===== src/rtl/vga_fetch_fifo_pkg.sv =====
// Shared state encoding and constants for the framebuffer fetch unit.
// Byte lanes map one 32-bit word onto the four bitplanes.
package vga_fetch_fifo_pkg;

  typedef logic [1:0] state_t;

  localparam state_t S_IDLE  = 2'd0;
  localparam state_t S_FETCH = 2'd1;
  localparam state_t S_DRAIN = 2'd2;
  localparam state_t S_DONE  = 2'd3;

  localparam int FRAME_WORDS_DEF = 640 * 480 / 8;

  localparam int RED_LSB    = 0;
  localparam int GREEN_LSB  = 8;
  localparam int BLUE_LSB   = 16;
  localparam int BRIGHT_LSB = 24;

endpackage


===== src/rtl/vga_fetch_fifo_fifo.sv =====
// Show-ahead FIFO: head_o is a registered copy of the oldest entry.
// Flush clears pointers, count and head in one cycle.
module vga_fifo_sync #(
  parameter int DEPTH_LOG2 = 4,
  parameter int WIDTH      = 32
) (
  input  logic                  clk,
  input  logic                  rst_n,
  input  logic                  push_i,
  input  logic [WIDTH-1:0]      din_i,
  input  logic                  pop_i,
  input  logic                  flush_i,
  output logic [DEPTH_LOG2:0]   count_o,
  output logic                  empty_o,
  output logic [WIDTH-1:0]      head_o
);

  localparam logic [DEPTH_LOG2:0] DEPTH =
    {1'b1, {DEPTH_LOG2{1'b0}}};
  localparam logic [DEPTH_LOG2:0] ONE =
    (DEPTH_LOG2 + 1)'(1);
  localparam logic [DEPTH_LOG2-1:0] PONE =
    DEPTH_LOG2'(1);

  logic [WIDTH-1:0]      mem_q [0:(2**DEPTH_LOG2)-1];
  logic [DEPTH_LOG2-1:0] wp_q, rp_q, rp_nxt;
  logic [DEPTH_LOG2:0]   count_q;
  logic [WIDTH-1:0]      head_q;
  logic                  do_push, do_pop;

  assign empty_o = (count_q == '0);
  assign do_push = push_i & (count_q != DEPTH);
  assign do_pop  = pop_i & ~empty_o;
  assign rp_nxt  = rp_q + PONE;
  assign count_o = count_q;
  assign head_o  = head_q;

  always_ff @(posedge clk) begin
    if (do_push && !flush_i) mem_q[wp_q] <= din_i;
  end

  always_ff @(posedge clk or negedge rst_n) begin
    if (!rst_n) begin
      wp_q    <= '0;
      rp_q    <= '0;
      count_q <= '0;
      head_q  <= '0;
    end else if (flush_i) begin
      wp_q    <= '0;
      rp_q    <= '0;
      count_q <= '0;
      head_q  <= '0;
    end else begin
      if (do_push) wp_q <= wp_q + PONE;
      if (do_pop)  rp_q <= rp_nxt;
      count_q <= count_q
               + {{DEPTH_LOG2{1'b0}}, do_push}
               - {{DEPTH_LOG2{1'b0}}, do_pop};
      // last entry popped alone: head keeps its old value
      if (do_pop) begin
        if (count_q > ONE)  head_q <= mem_q[rp_nxt];
        else if (do_push)   head_q <= din_i;
      end else if (empty_o && do_push) begin
        head_q <= din_i;
      end
    end
  end

endmodule


===== src/rtl/vga_fetch_fifo.sv =====
// Framebuffer fetcher: one bus word per 8 pixels into a show-ahead FIFO,
// restarting at base_addr on every vsync assertion.
module vga_fetch_fifo
  import vga_fetch_fifo_pkg::*;
#(
  parameter int addr_width      = 30,
  parameter int fifo_depth_log2 = 4,
  parameter int frame_words     = FRAME_WORDS_DEF
) (
  input  logic                  clk,
  input  logic                  reset_n,
  input  logic [addr_width-1:0] base_addr,
  input  logic                  vga_vsync,
  output logic                  addr_strobe,
  output logic [addr_width-1:0] addr,
  input  logic                  data_ready,
  input  logic [31:0]           data_in,
  input  logic                  rd,
  output logic [7:0]            red_byte,
  output logic [7:0]            green_byte,
  output logic [7:0]            blue_byte,
  output logic [7:0]            bright_byte,
  output logic                  underflow
);

  localparam int CW = $clog2(frame_words + 1);
  localparam logic [CW-1:0] FW = CW'(frame_words);
  localparam logic [fifo_depth_log2:0] DEPTH =
    {1'b1, {fifo_depth_log2{1'b0}}};

  logic [2:0]            vs_q;
  logic                  frame_start;
  state_t                state_q, state_d;
  logic [addr_width-1:0] addr_q, addr_d;
  logic                  stb_q, stb_d;
  logic [CW-1:0]         wcnt_q, wcnt_d, wcnt_inc;
  logic                  uf_q;
  logic                  restart, push;
  logic [fifo_depth_log2:0] fifo_cnt;
  logic                  fifo_empty;
  logic [31:0]           head;

  // vs_q[1:0] synchronize; vs_q[2] is the edge-detect history
  always_ff @(posedge clk or negedge reset_n) begin
    if (!reset_n) vs_q <= 3'b111;
    else          vs_q <= {vs_q[1:0], vga_vsync};
  end

  assign frame_start = vs_q[2] & ~vs_q[1];
  assign wcnt_inc    = wcnt_q + CW'(1);

  always_comb begin
    state_d = state_q;
    addr_d  = addr_q;
    stb_d   = stb_q;
    wcnt_d  = wcnt_q;
    restart = 1'b0;
    push    = 1'b0;
    unique case (state_q)
      S_IDLE, S_DONE: begin
        if (frame_start) restart = 1'b1;
      end
      S_FETCH: begin
        if (frame_start && stb_q && !data_ready) begin
          state_d = S_DRAIN;
        end else if (frame_start) begin
          restart = 1'b1;
        end else if (stb_q) begin
          if (data_ready) begin
            push   = 1'b1;
            stb_d  = 1'b0;
            addr_d = addr_q + addr_width'(1);
            wcnt_d = wcnt_inc;
            if (wcnt_inc == FW) state_d = S_DONE;
          end
        end else if (fifo_cnt < DEPTH && wcnt_q < FW) begin
          stb_d = 1'b1;
        end
      end
      S_DRAIN: begin
        if (data_ready) restart = 1'b1;
      end
    endcase
    if (restart) begin
      state_d = S_FETCH;
      addr_d  = base_addr;
      stb_d   = 1'b0;
      wcnt_d  = '0;
    end
  end

  always_ff @(posedge clk or negedge reset_n) begin
    if (!reset_n) begin
      state_q <= S_IDLE;
      addr_q  <= '0;
      stb_q   <= 1'b0;
      wcnt_q  <= '0;
      uf_q    <= 1'b0;
    end else begin
      state_q <= state_d;
      addr_q  <= addr_d;
      stb_q   <= stb_d;
      wcnt_q  <= wcnt_d;
      if (restart)                uf_q <= 1'b0;
      else if (rd && fifo_empty)  uf_q <= 1'b1;
    end
  end

  vga_fifo_sync #(
    .DEPTH_LOG2 (fifo_depth_log2),
    .WIDTH      (32)
  ) u_fifo (
    .clk     (clk),
    .rst_n   (reset_n),
    .push_i  (push),
    .din_i   (data_in),
    .pop_i   (rd),
    .flush_i (restart),
    .count_o (fifo_cnt),
    .empty_o (fifo_empty),
    .head_o  (head)
  );

  assign addr_strobe = stb_q;
  assign addr        = addr_q;
  assign underflow   = uf_q;
  assign red_byte    = head[RED_LSB +: 8];
  assign green_byte  = head[GREEN_LSB +: 8];
  assign blue_byte   = head[BLUE_LSB +: 8];
  assign bright_byte = head[BRIGHT_LSB +: 8];

endmodule


===== config.mk =====
export PLATFORM = sky130hd
export DESIGN_NAME = vga_fetch_fifo
export DESIGN_NICKNAME = d
export VERILOG_FILES = /design/src/rtl/vga_fetch_fifo_pkg.sv /design/src/rtl/vga_fetch_fifo_fifo.sv /design/src/rtl/vga_fetch_fifo.sv
export SDC_FILE = /design/constraint.sdc
export NUM_CORES = 1
export LEC_CHECK = 0
export ABC_CLOCK_PERIOD_IN_PS = 3800
export CORE_ASPECT_RATIO = 0.6
export CORE_MARGIN = 3
export CORE_UTILIZATION = 60
export DETAILED_ROUTE_END_ITERATION = 6
export PLACE_DENSITY = 0.8
export SETUP_SLACK_MARGIN = 0.15
export SKIP_CTS_REPAIR_TIMING = 1
export SYNTH_ARGS = -nofsm -noshare
export SYNTH_HDL_FRONTEND = slang
export SYNTH_SLANG_ARGS = --single-unit

===== constraint.sdc =====
create_clock -name clk -period 3.8 [get_ports clk]
set_input_delay 0.76 -clock clk [delete_from_list [all_inputs] [get_ports clk]]
set_output_delay 0.76 -clock clk [all_outputs]
set_load 0.05 [all_outputs]

# Word level (Yosys, flattened, before mapping)
# Memories as Yosys holds them, arrays and structs flattened.
# Cells that the tools add are included.
[op_classes] n_addsub=6 mul=0 n_div=0 order_cmp=3 eq_ne=9 n_shift=0 mux=48 bitwise_logic=5 reduce_logical=25
[op_table] cell="30-bit two-way mux" count=6
[op_table] cell="32-bit two-way mux" count=5
[op_table] cell="16-bit two-way mux" count=6
[op_table] cell="30-bit by 1-bit adder with 30-bit output, second input constant" count=1
[op_table] cell="1-bit two-way mux" count=18
[op_table] cell="16-bit by 1-bit adder with 16-bit output, second input constant" count=1
[op_table] cell="16-bit equality test, second input constant" count=1
[op_table] cell="16-bit less-than comparator, second input constant" count=1
[op_table] cell="4-bit two-way mux" count=4
[op_table] cell="2-bit two-way mux" count=7
[op_table] cell="2-bit nonzero test" count=6
[op_table] cell="3-bit nonzero test" count=4
[op_table] cell="5-bit AND reduction" count=2
[op_table] cell="4-bit by 1-bit adder with 4-bit output, second input constant" count=2
[op_table] cell="1-bit logical AND" count=6
[op_table] cell="5-bit by 1-bit adder with 5-bit output" count=1
[op_table] cell="5-bit by 1-bit > comparator with 1-bit output, second input constant" count=1
[op_table] cell="5-bit zero test" count=1
[op_table] cell="5-bit less-than comparator, second input constant" count=1
[op_table] cell="5-bit two-way mux" count=1
[op_table] cell="5-bit != test, second input constant" count=1
[op_table] cell="5-bit by 1-bit subtractor with 5-bit output" count=1
[op_table] cell="2-bit equality test, second input constant" count=2
[op_table] cell="2-bit by 1-bit != test with 1-bit output, second input constant" count=2
[op_table] cell="11 further kinds" count=15
[word_totals] ff_bits=98 latch_bits=0 ram_bits=512 rom_bits=0 word_cells=107 mem_count=1
[memory_table] name="u_fifo.mem_q" words=16 word_bits=32 read_ports=1 rd_clocked_by_memory_dff=0 write_ports=1 line="vga_fetch_fifo_fifo.sv:25" rtl="logic [WIDTH-1:0] mem_q [0:(2**DEPTH_LOG2)-1];"

# Longest topological paths before layout
# Gate-level depths: netlist of run 1.
[logic_depth] word_depth=11 depth_mapped=14 depth_no_buf=14

# Modules after synthesis
# A second synthesis of run 1 with hierarchy kept.
[unflattened] hier_cells=1449 hier_area_um2=25434.4
[by_module_without_submodules] mod="vga_fifo_sync" instances=1 cells_per_inst=1120 area_each_um2=22399.0
[by_module_without_submodules] mod="vga_fetch_fifo" instances=1 cells_per_inst=329 area_each_um2=3035.4

# Least setup slack after synthesis of run 1
# Ideal clock, no wire load.
[synth_path] path_kind="in2reg" start="in data_ready" end="mem u_fifo.mem_q[0][0] (enable)" t_arrival_ns=2.793 t_required_ns=3.408 setup_slack_ns=0.615 stages=5 cell_sequence="nand2_1 a2111oi_0 clkbuf_1 nor4b_1 and2_1"
[synth_between] elab_chain_len=9
[synth_rtl] element="start: declaration" line="vga_fetch_fifo.sv:16" rtl="input logic data_ready,"
[synth_rtl] element="1-bit two-way mux" line="vga_fetch_fifo.sv:69, vga_fetch_fifo.sv:81"
[synth_rtl] element="1-bit two-way mux" line="vga_fetch_fifo.sv:68" rtl="end else if (stb_q) begin"
[synth_rtl] element="1-bit two-way mux" line="vga_fetch_fifo.sv:66" rtl="end else if (frame_start) begin"
[synth_rtl] element="1-bit two-way mux" line="vga_fetch_fifo.sv:64" rtl="if (frame_start && stb_q && !data_ready) begin"
[synth_rtl] element="1-bit two-way mux" line="vga_fetch_fifo.sv:59" rtl="unique case (state_q)"
[synth_rtl] element="1-bit bitwise AND" line="vga_fetch_fifo_fifo.sv:32" rtl="assign do_push = push_i & (count_q != DEPTH);"
[synth_rtl] element="1-bit logical AND (*)" line="vga_fetch_fifo_fifo.sv:39" rtl="if (do_push && !flush_i) mem_q[wp_q] <= din_i;"
[synth_rtl] element="1-bit two-way mux (*)" line="vga_fetch_fifo_fifo.sv:39"
[synth_rtl] element="1-bit two-way mux (not written as such) (*)" line="vga_fetch_fifo_fifo.sv:39"
[synth_rtl] element="end: declaration" line="vga_fetch_fifo_fifo.sv:25"
# Mark *: on every way between the ends. The rest lies on a longest branch, timed or not.

# Worst setup path after layout of run 1
[layout_path] start="reg u_fifo.count_q[2] (netlist: u_fifo.count_o[2])" end="reg u_fifo.count_q[4] (netlist: u_fifo.count_o[4])"
[layout_between] elab_chain_len=5
[layout_rtl] element="start: declaration" line="vga_fetch_fifo_fifo.sv:27" rtl="logic [DEPTH_LOG2:0] count_q;"
[layout_rtl] element="start signal: assignment" line="vga_fetch_fifo_fifo.sv:56" rtl="count_q <= count_q"
[layout_rtl] element="5-bit != test / 5-bit zero test (equally long branches)" line="vga_fetch_fifo_fifo.sv:32, vga_fetch_fifo_fifo.sv:31"
[layout_rtl] element="1-bit bitwise AND / 1-bit inverter (equally long branches)" line="vga_fetch_fifo_fifo.sv:32, vga_fetch_fifo_fifo.sv:33"
[layout_rtl] element="5-bit by 1-bit adder with 5-bit output / 1-bit bitwise AND (equally long branches)" line="vga_fetch_fifo_fifo.sv:57, vga_fetch_fifo_fifo.sv:33"
[layout_rtl] element="5-bit by 1-bit subtractor with 5-bit output (*)" line="vga_fetch_fifo_fifo.sv:58" rtl="- {{DEPTH_LOG2{1'b0}}, do_pop};"
[layout_rtl] element="5-bit two-way mux (*)" line="vga_fetch_fifo_fifo.sv:48" rtl="end else if (flush_i) begin"
# Marked as above.
# A chain may end at the register's enable or synchronous reset.

==> results.json, run 1 <==
{
  "worst_slew_pin_slew_ns": 1.12,
  "critical_path.slowest_cell": "o31ai_1",
  "utilization_pct": 71.9,
  "rsz0062_at_grt": "no",
  "crit_cells": 14,
  "crit_type": "reg2reg",
  "syn_inst": 1307,
  "synth_top_area_share_pct": 62.3,
  "multiInputGateArea_mm2": 0.00656,
  "path_clk_slew_ns": 0.07,
  "ys_ff_latch": 610,
  "critPathMaxStageDelay_ns": 0.61,
  "dr.pass1.iters": 5,
  "worst_ep_arrival_time_ns": 3.54,
  "power.leakage_nw": 9.36,
  "avgSynthCellArea_um2": 18.9,
  "cts_buffers": 52,
  "cts-root-buf": "clkbuf_16",
  "rr_worst_depth": 14,
  "setup_slack_ns": 0.745,
  "critPathBufInv": 2,
  "peakVddDrop_mv": 0.579,
  "gp_congestion": 0.863,
  "tns_ns": 0,
  "ys_seq_area_share_pct": 72.3,
  "cts.sinks": 610,
  "clkLatencyLatePin_ns": 0.59,
  "yosys-top-cells-count": "edfxtp_1, mux4_2, dfrtp_1",
  "drt_iter0_markers": 1831,
  "grt_usage_pct": 27.0,
  "yosys.area.top_type": "edfxtp_1",
  "port_buffers": 130,
  "async_reset_ff_share_pct": 16.1,
  "clock.fmax_mhz": 327,
  "area_growth_pct": 15.9,
  "htreeDepth": 2,
  "hold_viol_final": 0,
  "hpwl_um": 32300,
  "path_delay_family": "compound AO/OA/AOI/OAI gates",
  "synth_nets": 1392,
  "worstPathRequired_ns": 4.29,
  "start_util_pct": 62.0,
  "antenna_found_initial": 1,
  "overflow": 0,
  "synth-edff-count": 512,
  "min_period_over_period_pct": 80.4,
  "fillers": 2342,
  "die_w_um": 268,
  "cts_tree": "done",
  "synth_most_common_cell": "edfxtp_1",
  "wl_um": 56800,
  "synth_cell_types": 44,
  "ys.warnings.count": 0,
  "seq_area_mm2": 0.0178,
  "setup_viol": 0,
  "endpoint_kind": "flop",
  "path_common_cell": "nor2_1",
  "slew_violations": 0,
  "cp-start-kind": "flop",
  "wl_per_cell_um": 28.1,
  "route.vias.total": 13400,
  "grt_pass1_wl_um": 86400,
  "grt_max_degree": 73,
  "post-route-drc-count": 0,
  "dp_slack_ns": 0.502,
  "viasPerCell": 6.64,
  "hold_class": "in2async",
  "die_area_mm2": 0.0437,
  "skew_ns": 0.0267,
  "status": "complete, no violations",
  "coreArea_mm2": 0.0398,
  "ys.flop_type": "edfxtp_1",
  "clockBufferDepth": 3,
  "max-cap-violations": 0,
  "io_pins": 131,
  "power.density_mw_per_mm2": 752,
  "fin_nets": 1539,
  "die_y_um": 163,
  "cp_max_fo": 5,
  "ant_nets": 0,
  "max_slew_margin_pct": 25.1,
  "grt_pass1_vias": 13400,
  "layout-drive-gt1-share_pct": 20.0,
  "cp_cell_sequence": "inv_1 > ha_1 > nand2b_1 > o31ai_1 > nand2b_1 > o21ai_0 > ha_1 > inv_1 > fa_1 > nor2_1 > nor2_1 > nor2_1 > or3_1 > a21oi_1",
  "syn-cell-area_mm2": 0.0247,
  "row_count": 56,
  "antennaDiodeCount": 0,
  "min_period_ns": 3.05,
  "yosys-top-cells-area": "edfxtp_1, mux4_2, dfrtp_1"
}
## per-layer routing
layer	wire length (um)	vias up	share of wire (%)	track usage [%]
met5	0	-	0	0
met4	1070	0	1.9	5.82
met3	5350	86	9.4	4.97
met2	26400	745	46	40.3
met1	24000	7044	42	42.6
li1	-	5526	-	-
## kinds of logic after synthesis
| kind of cell | share of synthesized area, % |
|---|---|
| flip-flops | 72.3 |
| adder cells (fa/ha/maj) | 0.943 |
| AND/OR/NAND/NOR | 4.98 |
| multiplexers | 16.1 |
| AO/OA/AOI/OAI | 2.34 |
| XOR/XNOR | 1.88 |
| buffers and inverters | 1.53 |
## per-stage QoR
| step | power (mW) | cells | cell area (um2) | hold WS (ns) |
|---|---|---|---|---|
| floorplan | 13.9 | 1307 | 24700 | 0.345 |
| global placement | 16.2 | 1922 | 26900 | 0.347 |
| finish | 21.5 | 2019 | 28600 | 0.250 |
| global route | 22.4 | 2019 | 28600 | 0.282 |
| detailed placement | 16.3 | 1922 | 26900 | 0.347 |
| CTS | 21.6 | 2019 | 28600 | 0.262 |
## flip-flops by register name, indices dropped and copies added, names as in the netlist
register and flops:
u_fifo.wp_q 4, vs_q 3, u_fifo.count_o 5, state_q 2
underflow 1, u_fifo.rp_q 4, addr 30, wcnt_q 16
addr_strobe 1, u_fifo.head_o 32, u_fifo.mem_q 512
## where the power goes
part,internal (mW),switching [mW],leakage (nW)
combinational,3.54,4.43,2.71
sequential,7.79,0.458,5.83
clock,2.92,2.36,0.822
## worst paths after layout
check                                    end  slack [ns]         startpoint
setup / recovery           u_fifo.count_o[4]        0.75  u_fifo.count_o[2]
hold / removal              u_fifo.head_o[6]        0.25            reset_n
setup reg to reg           u_fifo.count_o[4]        0.75  u_fifo.count_o[2]
hold reg to reg                      vs_q[1]        0.36            vs_q[0]
max in group asynchronous            vs_q[0]        2.76            reset_n
min in group clk                     vs_q[1]        0.36            vs_q[0]
## area by class of cell
class	instances	share of cell area [%]
Inverter	21	0.276
Clock inverter	21	0.669
Sequential cell	610	62.4
Timing Repair Buffer	165	6.29
Tap cell	522	2.28
Multi-Input combinational cell	604	22.9
Clock buffer	76	5.19
## cell usage in the layout (no fill, tap or decap), types with 3 or more instances in the layout
cell	n
a211oi_1	32
a21oi_1	7
a31oi_1	6
and2_1	3
and2_2	16
and3_1	5
and4_1	5
buf_12	19
buf_4	17
bufinv_16	3
clkbuf_1	17
clkbuf_16	54
clkbuf_8	5
clkdlybuf4s50_1	129
clkinv_1	5
clkinv_2	10
dfrtp_1	94
dfstp_2	3
edfxtp_1	512
ha_1	16
inv_1	21
mux2i_1	36
mux4_2	160
nand2_1	45
nand2b_1	5
nand3_1	17
nand3b_1	3
nand4_1	17
nor2_1	78
nor2b_1	3
nor3_1	13
nor4_1	13
o21ai_0	37
or3_1	8
or4_1	6
xnor2_1	33
xor2_1	18
(Power assumes the default switching activity.)
==> run 2: changes to the inputs <==
--- a/config.mk
+++ b/config.mk
@@ -5,7 +5,7 @@
 export SDC_FILE = /design/constraint.sdc
 export NUM_CORES = 1
 export LEC_CHECK = 0
-export ABC_CLOCK_PERIOD_IN_PS = 3800
+export ABC_CLOCK_PERIOD_IN_PS = 2900
 export CORE_ASPECT_RATIO = 0.6
 export CORE_MARGIN = 3
 export CORE_UTILIZATION = 60
==> constraint.sdc (replaced) <==
create_clock -name clk -period 2.9 [get_ports clk]
set_input_delay 0.58 -clock clk [delete_from_list [all_inputs] [get_ports clk]]
set_output_delay 0.58 -clock clk [all_outputs]
set_load 0.05 [all_outputs]
==> run 2 against run 1 <==
  * Routed wire length grew 3.9%
  * Sequential share of layout area shrank 1.3 points
  * Via count grew 2.2%
  * Global-route usage grew 0.99 points
  * Die area is the same
  * Cell count grew 1.8%
  * Clock-buffer cell count shrank 15
  * Critical endpoint unchanged
  * Largest cell class unchanged
  * Highest routed layer is now met5
==> results.json, run 2 (same netlist as run 1, synthesis figures left out) <==
{
  "tns_ns": 0,
  "fin_nets": 1573,
  "grt_max_degree": 117,
  "worst_slew_pin_slew_ns": 0.750,
  "path_delay_family": "simple AND/OR/NAND/NOR gates",
  "clkLatencyLatePin_ns": 0.59,
  "coreArea_mm2": 0.0398,
  "layout-drive-gt1-share_pct": 22.4,
  "cts.sinks": 610,
  "dr.pass1.iters": 5,
  "grt_pass1_wl_um": 88700,
  "p_sw_mw": 9.69,
  "setup_viol": 0,
  "critPathBufInv": 2,
  "hold_viol_final": 0,
  "hpwl_um": 34600,
  "power.density_mw_per_mm2": 983,
  "area_growth_pct": 18.3,
  "row_count": 56,
  "final_cell_mix": "edfxtp_1, mux4_2, clkdlybuf4s50_1",
  "endpoint_kind": "flop",
  "regMostFlops": "u_fifo.mem_q",
  "post-route-drc-count": 0,
  "critPathMaxStageDelay_ns": 0.39,
  "crit_type": "reg2reg",
  "critical_path.slowest_cell": "dfrtp_1",
  "worst_ep_arrival_time_ns": 3.12,
  "cts-root-buf": "clkbuf_16",
  "design_area_mm2": 0.0292,
  "clock_power_share_pct": 24.7,
  "status": "complete, no violations",
  "clockBufferDepth": 3,
  "fillers": 2246,
  "io_pins": 131,
  "power.leakage_nw": 9.62,
  "combPwrFrac_pct": 37.5,
  "p_int_mw": 19.0,
  "clock.fmax_mhz": 381,
  "die_y_um": 163,
  "wl_um": 59100,
  "peakVddDrop_mv": 0.649,
  "antenna_found_initial": 2,
  "viasPerCell": 6.66,
  "route.vias.total": 13700,
  "final_cells": 2055,
  "port_buffers": 130,
  "hold_class": "in2async",
  "max-cap-violations": 0,
  "wl_per_cell_um": 28.7,
  "rr_worst_depth": 14,
  "min_period_ns": 2.62,
  "min_period_over_period_pct": 90.4,
  "cts_tree": "done",
  "max_slew_margin_pct": 49.9,
  "placedCellCount": 1955,
  "rsz0062_at_grt": "no",
  "switching_share_pct": 33.8,
  "grt_usage_pct": 28.0,
  "fin_total_pwr_mw": 28.7,
  "die_area_mm2": 0.0437,
  "mostFrequentLayoutCell": "edfxtp_1",
  "cp-start-kind": "flop",
  "die_w_um": 268,
  "overflow": 0,
  "path_common_cell": "nor2_1",
  "seqPwrFrac_pct": 37.8,
  "drt_iter0_markers": 1620,
  "worstPathRequired_ns": 3.40,
  "cp_cell_sequence": "inv_2 > ha_2 > nand2b_1 > o31ai_2 > nand2b_4 > o21ai_0 > ha_1 > inv_1 > fa_1 > nor2_1 > nor2_1 > nor2_1 > or3_1 > a21oi_1",
  "grt_pass1_vias": 13700,
  "whs_ns": 0.0194,
  "skew_ns": 0.0209,
  "htreeDepth": 2,
  "crit_cells": 14,
  "cts_buffers": 52,
  "slew_violations": 0,
  "post_dp_cell_area_mm2": 0.0274,
  "start_util_pct": 62.0,
  "ant_nets": 0,
  "path_clk_slew_ns": 0.07,
  "largest_reg_flops": 512,
  "gp_congestion": 0.842,
  "cp_max_fo": 3
}
-- run 2: cell types whose count changed in the layout (fill, tap and decap cells not counted), sizes merged --
cell	previous run	this run
diode	0	1
bufinv	3	6
clkinvlp	1	6
buf	36	70
clkinv	17	25
clkbuf	76	61
-- run 2: power groups by stage --
| stage | logic [mW] | clock network, mW | registers, mW |
|---|---|---|---|
| after floorplan | 5.89 | 0 | 12.3 |
| after global placement | 10.5 | 0 | 10.9 |
| after detailed placement | 10.7 | 0 | 11.0 |
| after CTS | 10.8 | 7.18 | 10.8 |
| after global routing | 11.4 | 7.53 | 10.9 |
| final | 10.8 | 7.09 | 10.8 |
-- run 2: path summary, 6_finish.rpt --
kind	start	slack, ns	end
setup reg to reg	u_fifo.count_o[2]	0.28	u_fifo.count_o[4]
setup / recovery	u_fifo.count_o[2]	0.28	u_fifo.count_o[4]
max in group asynchronous	reset_n	2.08	u_fifo.head_o[22]
hold reg to reg	vs_q[0]	0.36	vs_q[1]
min in group clk	vs_q[0]	0.36	vs_q[1]
hold / removal	reset_n	0.02	u_fifo.head_o[9]
-- run 2: layout make-up --
| class | instances | area, um2 | area share, % |
|---|---|---|---|
| clock buffer | 61 | 1380 | 4.72 |
| antenna | 1 | 2.50 | 0.00857 |
| timing repair buffer | 199 | 2300 | 7.90 |
| clock inverter | 37 | 348 | 1.19 |
| inverter | 21 | 78.8 | 0.270 |
| multi-input combinational | 604 | 6590 | 22.6 |
| tap | 522 | 653 | 2.24 |
| sequential | 610 | 17800 | 61.1 |
-- run 2: through the flow --
stage	setup WS, ns	util, %
floorplan	0.231	-
global placement	0.0587	68.9
detailed placement	0.0303	68.9
CTS	0.271	73.3
global route	0.0673	73.3
finish	0.278	73.3
-- run 2: routing by layer --
layer | vias up | track usage [%] | wire [um]
met1 | 7085 | 43.1 | 24300
met4 | 2 | 7.50 | 1420
met2 | 894 | 40.7 | 27000
li1 | 5607 | - | -
met3 | 107 | 7.18 | 6350
met5 | - | 0 | 11
-- run 2: worst register-to-register path, cell delays in order (launching register included) --
cell	delay (ns)
dfrtp_1	0.39
inv_2	0.09
ha_2	0.18
nand2b_1	0.13
o31ai_2	0.33
nand2b_4	0.21
o21ai_0	0.10
ha_1	0.23
inv_1	0.07
fa_1	0.19
nor2_1	0.06
nor2_1	0.08
nor2_1	0.05
or3_1	0.30
a21oi_1	0.14
